## config.mk

```make
export PLATFORM = sky130hd
export DESIGN_NAME = seq_alu
export DESIGN_NICKNAME = d
export VERILOG_FILES = /design/src/rtl/alu_pkg.sv /design/src/rtl/alu_iter_unit.sv /design/src/rtl/seq_alu.sv
export SDC_FILE = /design/constraint.sdc
export NUM_CORES = 1
export LEC_CHECK = 0
export BUFFER_PORTS_ARGS = -buffer_cell sky130_fd_sc_hd__buf_2
export CORE_AREA = 2 2 56 84
export DETAILED_ROUTE_END_ITERATION = 7
export DIE_AREA = 0 0 58 86
export PLACE_DENSITY = 0.86
export SYNTH_ARGS = -nofsm -noshare
export SYNTH_HDL_FRONTEND = slang
export SYNTH_SLANG_ARGS = --single-unit
```

## constraint.sdc

```tcl
create_clock -name clk -period 3.7 [get_ports clk]
set_input_delay 0.37 -clock clk [delete_from_list [all_inputs] [get_ports clk]]
set_output_delay 0.37 -clock clk [all_outputs]
set_load 0.02 [all_outputs]
```

## src/rtl/alu_pkg.sv

```systemverilog
// Shared opcode/state encodings and flag packing for the sequential ALU.
package alu_pkg;

   typedef enum logic [2:0] {
      OP_ADD = 3'd0,
      OP_SUB = 3'd1,
      OP_MUL = 3'd2,
      OP_DIV = 3'd3,
      OP_AND = 3'd4,
      OP_OR  = 3'd5,
      OP_XOR = 3'd6,
      OP_CAT = 3'd7
   } op_e;

   typedef enum logic [1:0] {
      S_IDLE = 2'd0,
      S_BUSY = 2'd1,
      S_DONE = 2'd2
   } state_e;

   localparam int FLG_Z  = 0;
   localparam int FLG_C  = 1;
   localparam int FLG_V  = 2;
   localparam int FLG_DZ = 3;

   function automatic logic [3:0] pack_flags(input logic dz, input logic v,
                                             input logic c, input logic z);
      logic [3:0] f;
      f         = '0;
      f[FLG_DZ] = dz;
      f[FLG_V]  = v;
      f[FLG_C]  = c;
      f[FLG_Z]  = z;
      return f;
   endfunction

endpackage

```

## src/rtl/alu_iter_unit.sv

```systemverilog
// W-step iterative unit: shift-add multiplier or restoring divider on a shared
// {hi, lo} register pair; done_o marks the final step, res_o is that step's value.
module alu_iter_unit #(
   parameter int W = 4
) (
   input  logic           clk,
   input  logic           rst_n,
   input  logic           start_i,
   input  logic           div_i,
   input  logic [W-1:0]   a_i,
   input  logic [W-1:0]   b_i,
   output logic           done_o,
   output logic [2*W-1:0] res_o
);

   localparam int CW = $clog2(W + 1);

   logic [W-1:0]  hi_q, hi_d;
   logic [W-1:0]  lo_q, lo_d;
   logic [W-1:0]  b_q;
   logic          div_q;
   logic [CW-1:0] cnt_q;
   logic [W:0]    sum;
   logic [W:0]    shl;
   logic [W:0]    dif;

   // mul: hi accumulates partial sums, lo shifts out multiplier bits and in product bits
   // div: {hi, lo} shifts left, hi is the partial remainder, lo collects quotient bits
   assign sum = {1'b0, hi_q} + (lo_q[0] ? {1'b0, b_q} : '0);
   assign shl = {hi_q, lo_q[W-1]};
   assign dif = shl - {1'b0, b_q};

   always_comb begin
      hi_d = hi_q;
      lo_d = lo_q;
      if (cnt_q != '0) begin
         if (div_q) begin
            hi_d = dif[W] ? shl[W-1:0] : dif[W-1:0];
            lo_d = {lo_q[W-2:0], ~dif[W]};
         end else begin
            hi_d = sum[W:1];
            lo_d = {sum[0], lo_q[W-1:1]};
         end
      end
   end

   assign done_o = (cnt_q == CW'(1));
   assign res_o  = {hi_d, lo_d};

   always_ff @(posedge clk or negedge rst_n) begin
      if (!rst_n) begin
         hi_q  <= '0;
         lo_q  <= '0;
         b_q   <= '0;
         div_q <= 1'b0;
         cnt_q <= '0;
      end else if (start_i) begin
         hi_q  <= '0;
         lo_q  <= a_i;
         b_q   <= b_i;
         div_q <= div_i;
         cnt_q <= CW'(W);
      end else if (cnt_q != '0) begin
         hi_q  <= hi_d;
         lo_q  <= lo_d;
         cnt_q <= cnt_q - CW'(1);
      end
   end

endmodule

```

## src/rtl/seq_alu.sv

```systemverilog
// Handshaked W-bit ALU with registered 2W-bit result and {DZ,V,C,Z} flags.
//   state  | meaning
//   S_IDLE | in_ready high, waiting for an operation
//   S_BUSY | iterative MUL/DIV in progress
//   S_DONE | result/flags valid, held until out_ready
module seq_alu
   import alu_pkg::*;
#(
   parameter int W = 4
) (
   input  logic           clk,
   input  logic           rst_n,
   input  logic           in_valid,
   output logic           in_ready,
   input  logic [2:0]     op,
   input  logic [W-1:0]   a,
   input  logic [W-1:0]   b,
   output logic           out_valid,
   input  logic           out_ready,
   output logic [2*W-1:0] result,
   output logic [3:0]     flags
);

   state_e         state_q, state_d;
   logic [2*W-1:0] result_q, result_d;
   logic [3:0]     flags_q, flags_d;
   op_e            op_c;
   logic           iter_op;
   logic           start;
   logic           it_done;
   logic [2*W-1:0] it_res;
   logic [W:0]     add_w;
   logic [W:0]     sub_w;
   logic [2*W-1:0] sc_res;
   logic           sc_c, sc_v, sc_dz;

   assign op_c    = op_e'(op);
   assign iter_op = (op_c == OP_MUL) || ((op_c == OP_DIV) && (b != '0));
   assign start   = in_valid && (state_q == S_IDLE) && iter_op;

   alu_iter_unit #(.W(W)) u_iter (
      .clk     (clk),
      .rst_n   (rst_n),
      .start_i (start),
      .div_i   (op_c == OP_DIV),
      .a_i     (a),
      .b_i     (b),
      .done_o  (it_done),
      .res_o   (it_res)
   );

   assign add_w = {1'b0, a} + {1'b0, b};
   assign sub_w = {1'b0, a} - {1'b0, b};

   always_comb begin
      sc_res = '0;
      sc_c   = 1'b0;
      sc_v   = 1'b0;
      sc_dz  = 1'b0;
      case (op_c)
         OP_ADD: begin
            sc_res = {{W{1'b0}}, add_w[W-1:0]};
            sc_c   = add_w[W];
            sc_v   = (a[W-1] == b[W-1]) && (add_w[W-1] != a[W-1]);
         end
         OP_SUB: begin
            sc_res = {{W{1'b0}}, sub_w[W-1:0]};
            sc_c   = sub_w[W];
            sc_v   = (a[W-1] != b[W-1]) && (sub_w[W-1] != a[W-1]);
         end
         // only reaches the result register when b is zero
         OP_DIV: begin
            sc_res = {a, {W{1'b1}}};
            sc_dz  = 1'b1;
         end
         OP_AND:  sc_res = {{W{1'b0}}, a & b};
         OP_OR:   sc_res = {{W{1'b0}}, a | b};
         OP_XOR:  sc_res = {{W{1'b0}}, a ^ b};
         OP_CAT:  sc_res = {b, a};
         default: sc_res = '0;
      endcase
   end

   always_comb begin
      state_d  = state_q;
      result_d = result_q;
      flags_d  = flags_q;
      case (state_q)
         S_IDLE: begin
            if (in_valid) begin
               if (iter_op) begin
                  state_d = S_BUSY;
               end else begin
                  result_d = sc_res;
                  flags_d  = pack_flags(sc_dz, sc_v, sc_c, sc_res == '0);
                  state_d  = S_DONE;
               end
            end
         end
         S_BUSY: begin
            if (it_done) begin
               result_d = it_res;
               flags_d  = pack_flags(1'b0, 1'b0, 1'b0, it_res == '0);
               state_d  = S_DONE;
            end
         end
         S_DONE: begin
            if (out_ready) state_d = S_IDLE;
         end
         default: state_d = S_IDLE;
      endcase
   end

   always_ff @(posedge clk or negedge rst_n) begin
      if (!rst_n) begin
         state_q  <= S_IDLE;
         result_q <= '0;
         flags_q  <= '0;
      end else begin
         state_q  <= state_d;
         result_q <= result_d;
         flags_q  <= flags_d;
      end
   end

   assign in_ready  = (state_q == S_IDLE);
   assign out_valid = (state_q == S_DONE);
   assign result    = result_q;
   assign flags     = flags_q;

endmodule

```

Word-level counts from Yosys, hierarchy flattened
Index checks and enable logic that the tools add are counted.
{"block": "totals", "word_cells": 80, "ff_bits": 30, "out_inout_bits": 14}
{"block": "op_classes", "bitwise_logic": 4, "mux": 29, "eq_ne": 18, "reduce_logical": 16, "addsub": 5}
{"operator": "$pmux 8 s7", "count": 1}
{"operator": "$mux 4", "count": 13}
{"operator": "$mux 8", "count": 3}
{"operator": "$logic_not 8->1", "count": 2}
{"operator": "$pmux 8 s2", "count": 1}
{"operator": "$eq 3x3->1 const B", "count": 4}
{"operator": "$mux 2", "count": 4}
{"operator": "$pmux 4 s2", "count": 1}
{"operator": "$eq 3x1->1 const B", "count": 2}
{"operator": "$eq 3x2->1 const B", "count": 2}
{"operator": "$mux 3", "count": 2}
{"operator": "$ne 2x2->1 const B", "count": 3}
{"operator": "$pmux 2 s3", "count": 1}
{"operator": "$add 4x4->5", "count": 1}
{"operator": "$add 4x5->5", "count": 1}
{"operator": "$logic_and 1x1->1", "count": 5}
{"operator": "$sub 4x4->5", "count": 1}
{"operator": "$sub 5x4->5", "count": 1}
{"operator": "$and 4x4->4", "count": 1}
{"operator": "$or 4x4->4", "count": 1}
{"operator": "$pmux 1 s2", "count": 2}
{"operator": "$reduce_and 4->1", "count": 1}
{"operator": "$reduce_bool 2->1", "count": 2}
{"operator": "$reduce_bool 4->1", "count": 1}
{"operator": "other kinds (14)", "count": 16}

Longest topological paths before layout
{"block": "logic_depth", "ltp_word": 7, "mapped_depth": 10, "mapped_depth_nobuf": 10}

By module
A second synthesis with hierarchy kept.
{"block": "unflattened", "hier_cells": 301, "area_unflattened_um2": 2587.5}
{"module": "seq_alu", "area_per_inst_um2": 1353.8, "instances": 1, "cells_each": 164, "seq_area_each_um2": 350.3}
{"module": "alu_iter_unit", "area_per_inst_um2": 1233.7, "instances": 1, "cells_each": 137, "seq_area_each_um2": 400.4}

Worst setup path before layout
OpenSTA, ideal clock, no wires.
{"block": "synth_timing", "kind": "register to register", "startpoint": "register u_iter.lo_q[0]", "endpoint": "register result_q[5], in the netlist result[5]", "stages_incl_launch_ff": 10, "period_less_slack_ns": 2.194, "required_ns": 3.582, "setup_ns": 0.118, "setup_slack_ns": 1.506, "arrival_time_ns": 2.076, "path_buffers": 0, "path_cell_list": "dfrtp_1 -> and2_1 -> ha_1 -> inv_1 -> fa_1 -> xnor2_1 -> a2111oi_0 -> a21o_1 -> a211oi_1 -> a21o_1"}
{"block": "synth_between", "elab_chain_len": 6}
{"item": "from (decl)", "line": "alu_iter_unit.sv:19", "text": "logic [W-1:0] lo_q, lo_d;"}
{"item": "from (signal assigned)", "line": "alu_iter_unit.sv:59", "text": "lo_q <= a_i;"}
{"item": "from (signal assigned)", "line": "alu_iter_unit.sv:65", "text": "lo_q <= lo_d;"}
{"item": "$mux 4", "line": "alu_iter_unit.sv:29", "text": "assign sum = {1'b0, hi_q} + (lo_q[0] ? {1'b0, b_q} : '0);"}
{"item": "$add 4x5->5", "line": "alu_iter_unit.sv:29"}
{"item": "$mux 4", "line": "alu_iter_unit.sv:37", "text": "if (div_q) begin"}
{"item": "$mux 4", "line": "alu_iter_unit.sv:36", "text": "if (cnt_q != '0) begin"}
{"item": "$mux 8", "line": "seq_alu.sv:101", "text": "if (it_done) begin"}
{"item": "$pmux 8 s2", "line": "seq_alu.sv:88", "text": "case (state_q)"}
{"item": "to (signal assigned)", "line": "seq_alu.sv:121", "text": "result_q <= result_d;"}
{"item": "to (decl)", "line": "seq_alu.sv:25", "text": "logic [2*W-1:0] result_q, result_d;"}
Every way passes these cells. The select of a mux whose other input is x is not followed.
A chain may end at the register's enable or synchronous reset.

Worst setup path after layout
Ends and elaborated chain as after synthesis.

==> key figures <==
Synthesis
  • Mux cell area share after synthesis: 0.0546
  • Netlist cell types: 58
  • Commonest register cell after synthesis: dfrtp_1
  • Sequential area share after synthesis: 0.285
  • Post-synth EDFFs: 0
  • Synthesis warning total: 0
  • Largest family of logic cells by synthesized area: compound AO/OA/AOI/OAI gates
  • Post-Synth Adder-Cell Area: 0.140
  • XOR/XNOR Fraction of Synth Area: 0.0233
  • Net Count, Synth: 353
  • Instance count of the mapped netlist: 311
  • Synth Area in Compound Gates: 0.226
  • Post-Syn Area: 2640 sq um
  • Syn Area/Cell: 8.48 sq um
  • Synth Register Bits: 30
  • Post-Synth Simple-Gate Area: 0.211
  • Async SR Flop Fraction: 1.00

Route
  • Routed Antenna Nets: 0
  • Routed len/inst: 16.6 microns
  • Avg Vias per Cell: 6.36
  • Final wirelength: 6.33 mm
  • Residual DRC: 0
  • First drt pass iteration count: 4
  • Drt initial violations: 88
  • Vias: 2415

Finish
  • Final Core Density: 0.683
  • N_diodes: 0
  • Area delta synth->final: 8.97%
  • Fill cell count: 347
  • Most common cell after layout, fill and taps aside: dfrtp_1
  • Net count, final: 375
  • Commonest cells after routing, fill and taps aside: dfrtp_1 (30), nor2_1 (28), buf_2 (28)
  • Layout cells sized above 1: 0.138

STA
  • Worst setup margin: 1.11 ns
  • Final Hold Viols: 0
  • Unrepaired setup endpoints after global routing: false
  • Worst slew pin tran: 0.734 ns
  • Clock Skews: 0.00972 ns
  • Tcrit/Tclk final: 0.699
  • Setup TNS: 0 ns
  • Final setup fails: 0
  • Rel. slew slack: 0.498
  • Fmax: 387 MHz
  • Final Critical Period: 2.59 ns
  • Slew Viols, Final: 0

Clock network
  • Clock Tree Root: clkbuf_8
  • Post-cts resize count: 0
  • CTS max path bufs: 2
  • Buffer count from post-CTS setup fixing: 0
  • CTS Hold Bufs: 0
  • Clk Latency, worst-skew pair: 0.29 ns
  • H-tree lvl count: 2
  • TritonCTS clock tree: done
  • Clk slew on worst S/H paths: 0.07 ns
  • Clock Sink Count: 30
  • Cts bufs inserted: 5

Outcome
  • Status: completed

Floorplanning
  • FP Rows: 29
  • Initial Utilization: 0.626
  • Die Height: 86 microns
  • Die Area: 4990 sq um
  • Die X: 58 microns
  • Core area: 4210 sq um
  • I/O pin cnt: 29

Pwr
  • LEAKAGE: 1.38 nW
  • Power Dens Cells: 811 nW/um^2
  • VDD IR max: 0.531 mV

Critical path
  • CP bufs+invs: 1
  • CP Cell Sequence: and2_1 > ha_1 > inv_1 > fa_1 > xnor2_1 > a2111oi_0 > a21o_1 > a211oi_1 > a21o_1
  • Crit. End Element: register
  • CP required: 3.88 ns
  • Worst path most repeated cell: a21o_1
  • Critical R2R Launch: u_iter.lo_q[0]
  • Critical path class: register to register
  • CP max-delay cell: a2111oi_0
  • CP peak stage delay: 0.69 ns
  • R2R Path End: result[5]
  • Stages on worst setup path: 9
  • Critical Path Fanout Max: 7
  • CP startpoint kind: register
  • Reg2reg path depth: 9
  • Worst Path Arrival: 2.77 ns
  • Crit path max-delay family: compound AO/OA/AOI/OAI gates
  • Flop-to-flop setup slack: 1.11 ns

Min path
  • Hold WC Path Type: input pin to asynchronous set/reset pin

Place
  • GP Congestion: 0.909
  • Dpl ws: 1.11 ns
  • Port buffer count: 28
  • DP Wirelength: 4.94 mm

Global route
  • Global-route wire length before repair: 10.9 mm
  • GR Util All Layers: 0.284
  • GRT overflow: 0
  • Vias in the first global route: 2411
  • Initial antenna violation count: 0
  • Pin count of the biggest net entering global routing: 31

Run
  • Max cap viols: 0
-- kinds of logic (layout without fill, tap and decap cells) --
family,count (synthesis),count (layout)
mux,14,14
compound gates,85,85
xor+xnor,7,7
fa+ha+maj,27,27
buf+inv,39,62
simple gates,109,109
flops,30,30
-- layout make-up --
class	count	area, sq um	area share
multi-input combinational	242	1720	0.600
sequential	30	751	0.261
timing repair buffer	30	155	0.0540
inverter	24	90.1	0.0314
clock buffer	6	82.6	0.0287
tap	46	57.6	0.0200
clock inverter	2	12.5	0.00436
-- synth_stat cells (2+ instances only) --
library cell | number | area share
o21bai_1 | 4 | 0.011
mux2i_1 | 11 | 0.042
or3_1 | 2 | 0.0047
a21oi_1 | 17 | 0.032
o31ai_1 | 3 | 0.0085
and2_1 | 6 | 0.014
nand3_1 | 10 | 0.019
nand2b_1 | 5 | 0.012
xnor2_1 | 6 | 0.020
inv_1 | 24 | 0.034
nor3_1 | 7 | 0.013
a22oi_1 | 2 | 0.0057
nand2_1 | 24 | 0.034
o41ai_2 | 2 | 0.012
mux2_2 | 3 | 0.013
a211oi_1 | 5 | 0.014
o21a_1 | 3 | 0.0085
o21ai_0 | 17 | 0.032
fa_1 | 4 | 0.030
or4_1 | 2 | 0.0057
a21o_1 | 8 | 0.023
nor4b_1 | 2 | 0.0066
a31oi_1 | 5 | 0.012
dfrtp_1 | 30 | 0.28
buf_2 | 6 | 0.011
nor2_1 | 28 | 0.040
clkbuf_1 | 7 | 0.010
a311oi_1 | 2 | 0.0066
nor2b_1 | 11 | 0.026
a221oi_1 | 2 | 0.0066
ha_1 | 23 | 0.11
nand3b_1 | 3 | 0.0085
and3_1 | 2 | 0.0047
-- flip-flops by register name, indices dropped and copies added, names as in the netlist --
| signal | flops |
|---|---|
| result | 8 |
| flags | 4 |
| u_iter.b_q | 4 |
| u_iter.hi_q | 4 |
| u_iter.lo_q | 4 |
| u_iter.cnt_q | 3 |
| state_q | 2 |
| u_iter.div_q | 1 |
-- routing by layer --
metal | up-vias | GRT usage | share of wire
li1 | 1162 | - | -
met1 | 1153 | 0.318 | 0.38
met2 | 74 | 0.503 | 0.53
met3 | 26 | 0.0347 | 0.040
met4 | 0 | 0.165 | 0.043
met5 | - | 0 | 0
-- worst max-delay path by stage --
stage	start	end	slack, ns
floorplan	u_iter.lo_q[0]	result[5]	1.51
global placement	u_iter.lo_q[0]	result[5]	1.16
detailed placement	u_iter.lo_q[0]	result[5]	1.11
CTS	u_iter.lo_q[0]	result[5]	1.10
global route	u_iter.lo_q[0]	result[5]	0.95
finish	u_iter.lo_q[0]	result[5]	1.11
-- worst reg2reg max path, delay by kind of cell, from the launching register on --
| family | cells | cell delay [ns] |
|---|---|---|
| AOI/OAI and AO/OA | 4 | 1.14 |
| adders and majority gates | 2 | 0.56 |
| DFF | 1 | 0.44 |
| and+or+nand+nor | 1 | 0.16 |
| xor gates and xnor gates | 1 | 0.14 |
| buffers and inverters | 1 | 0.06 |
-- through the flow --
step	power [mW]	instances	area (sq um)	hold slack (ns)
global route	2.53	380	2870	0.168
detailed placement	2.04	372	2780	0.439
finish	2.33	380	2870	0.117
global placement	2.01	372	2780	0.431
CTS	2.33	380	2870	0.140
floorplan	1.69	311	2640	0.0744
-- where the power goes --
group | switching (mW) | internal, mW | leakage [nW]
logic | 0.805 | 0.585 | 0.957
registers | 0.179 | 0.481 | 0.377
clock network | 0.130 | 0.149 | 0.0472
(Power assumes the default switching activity.)
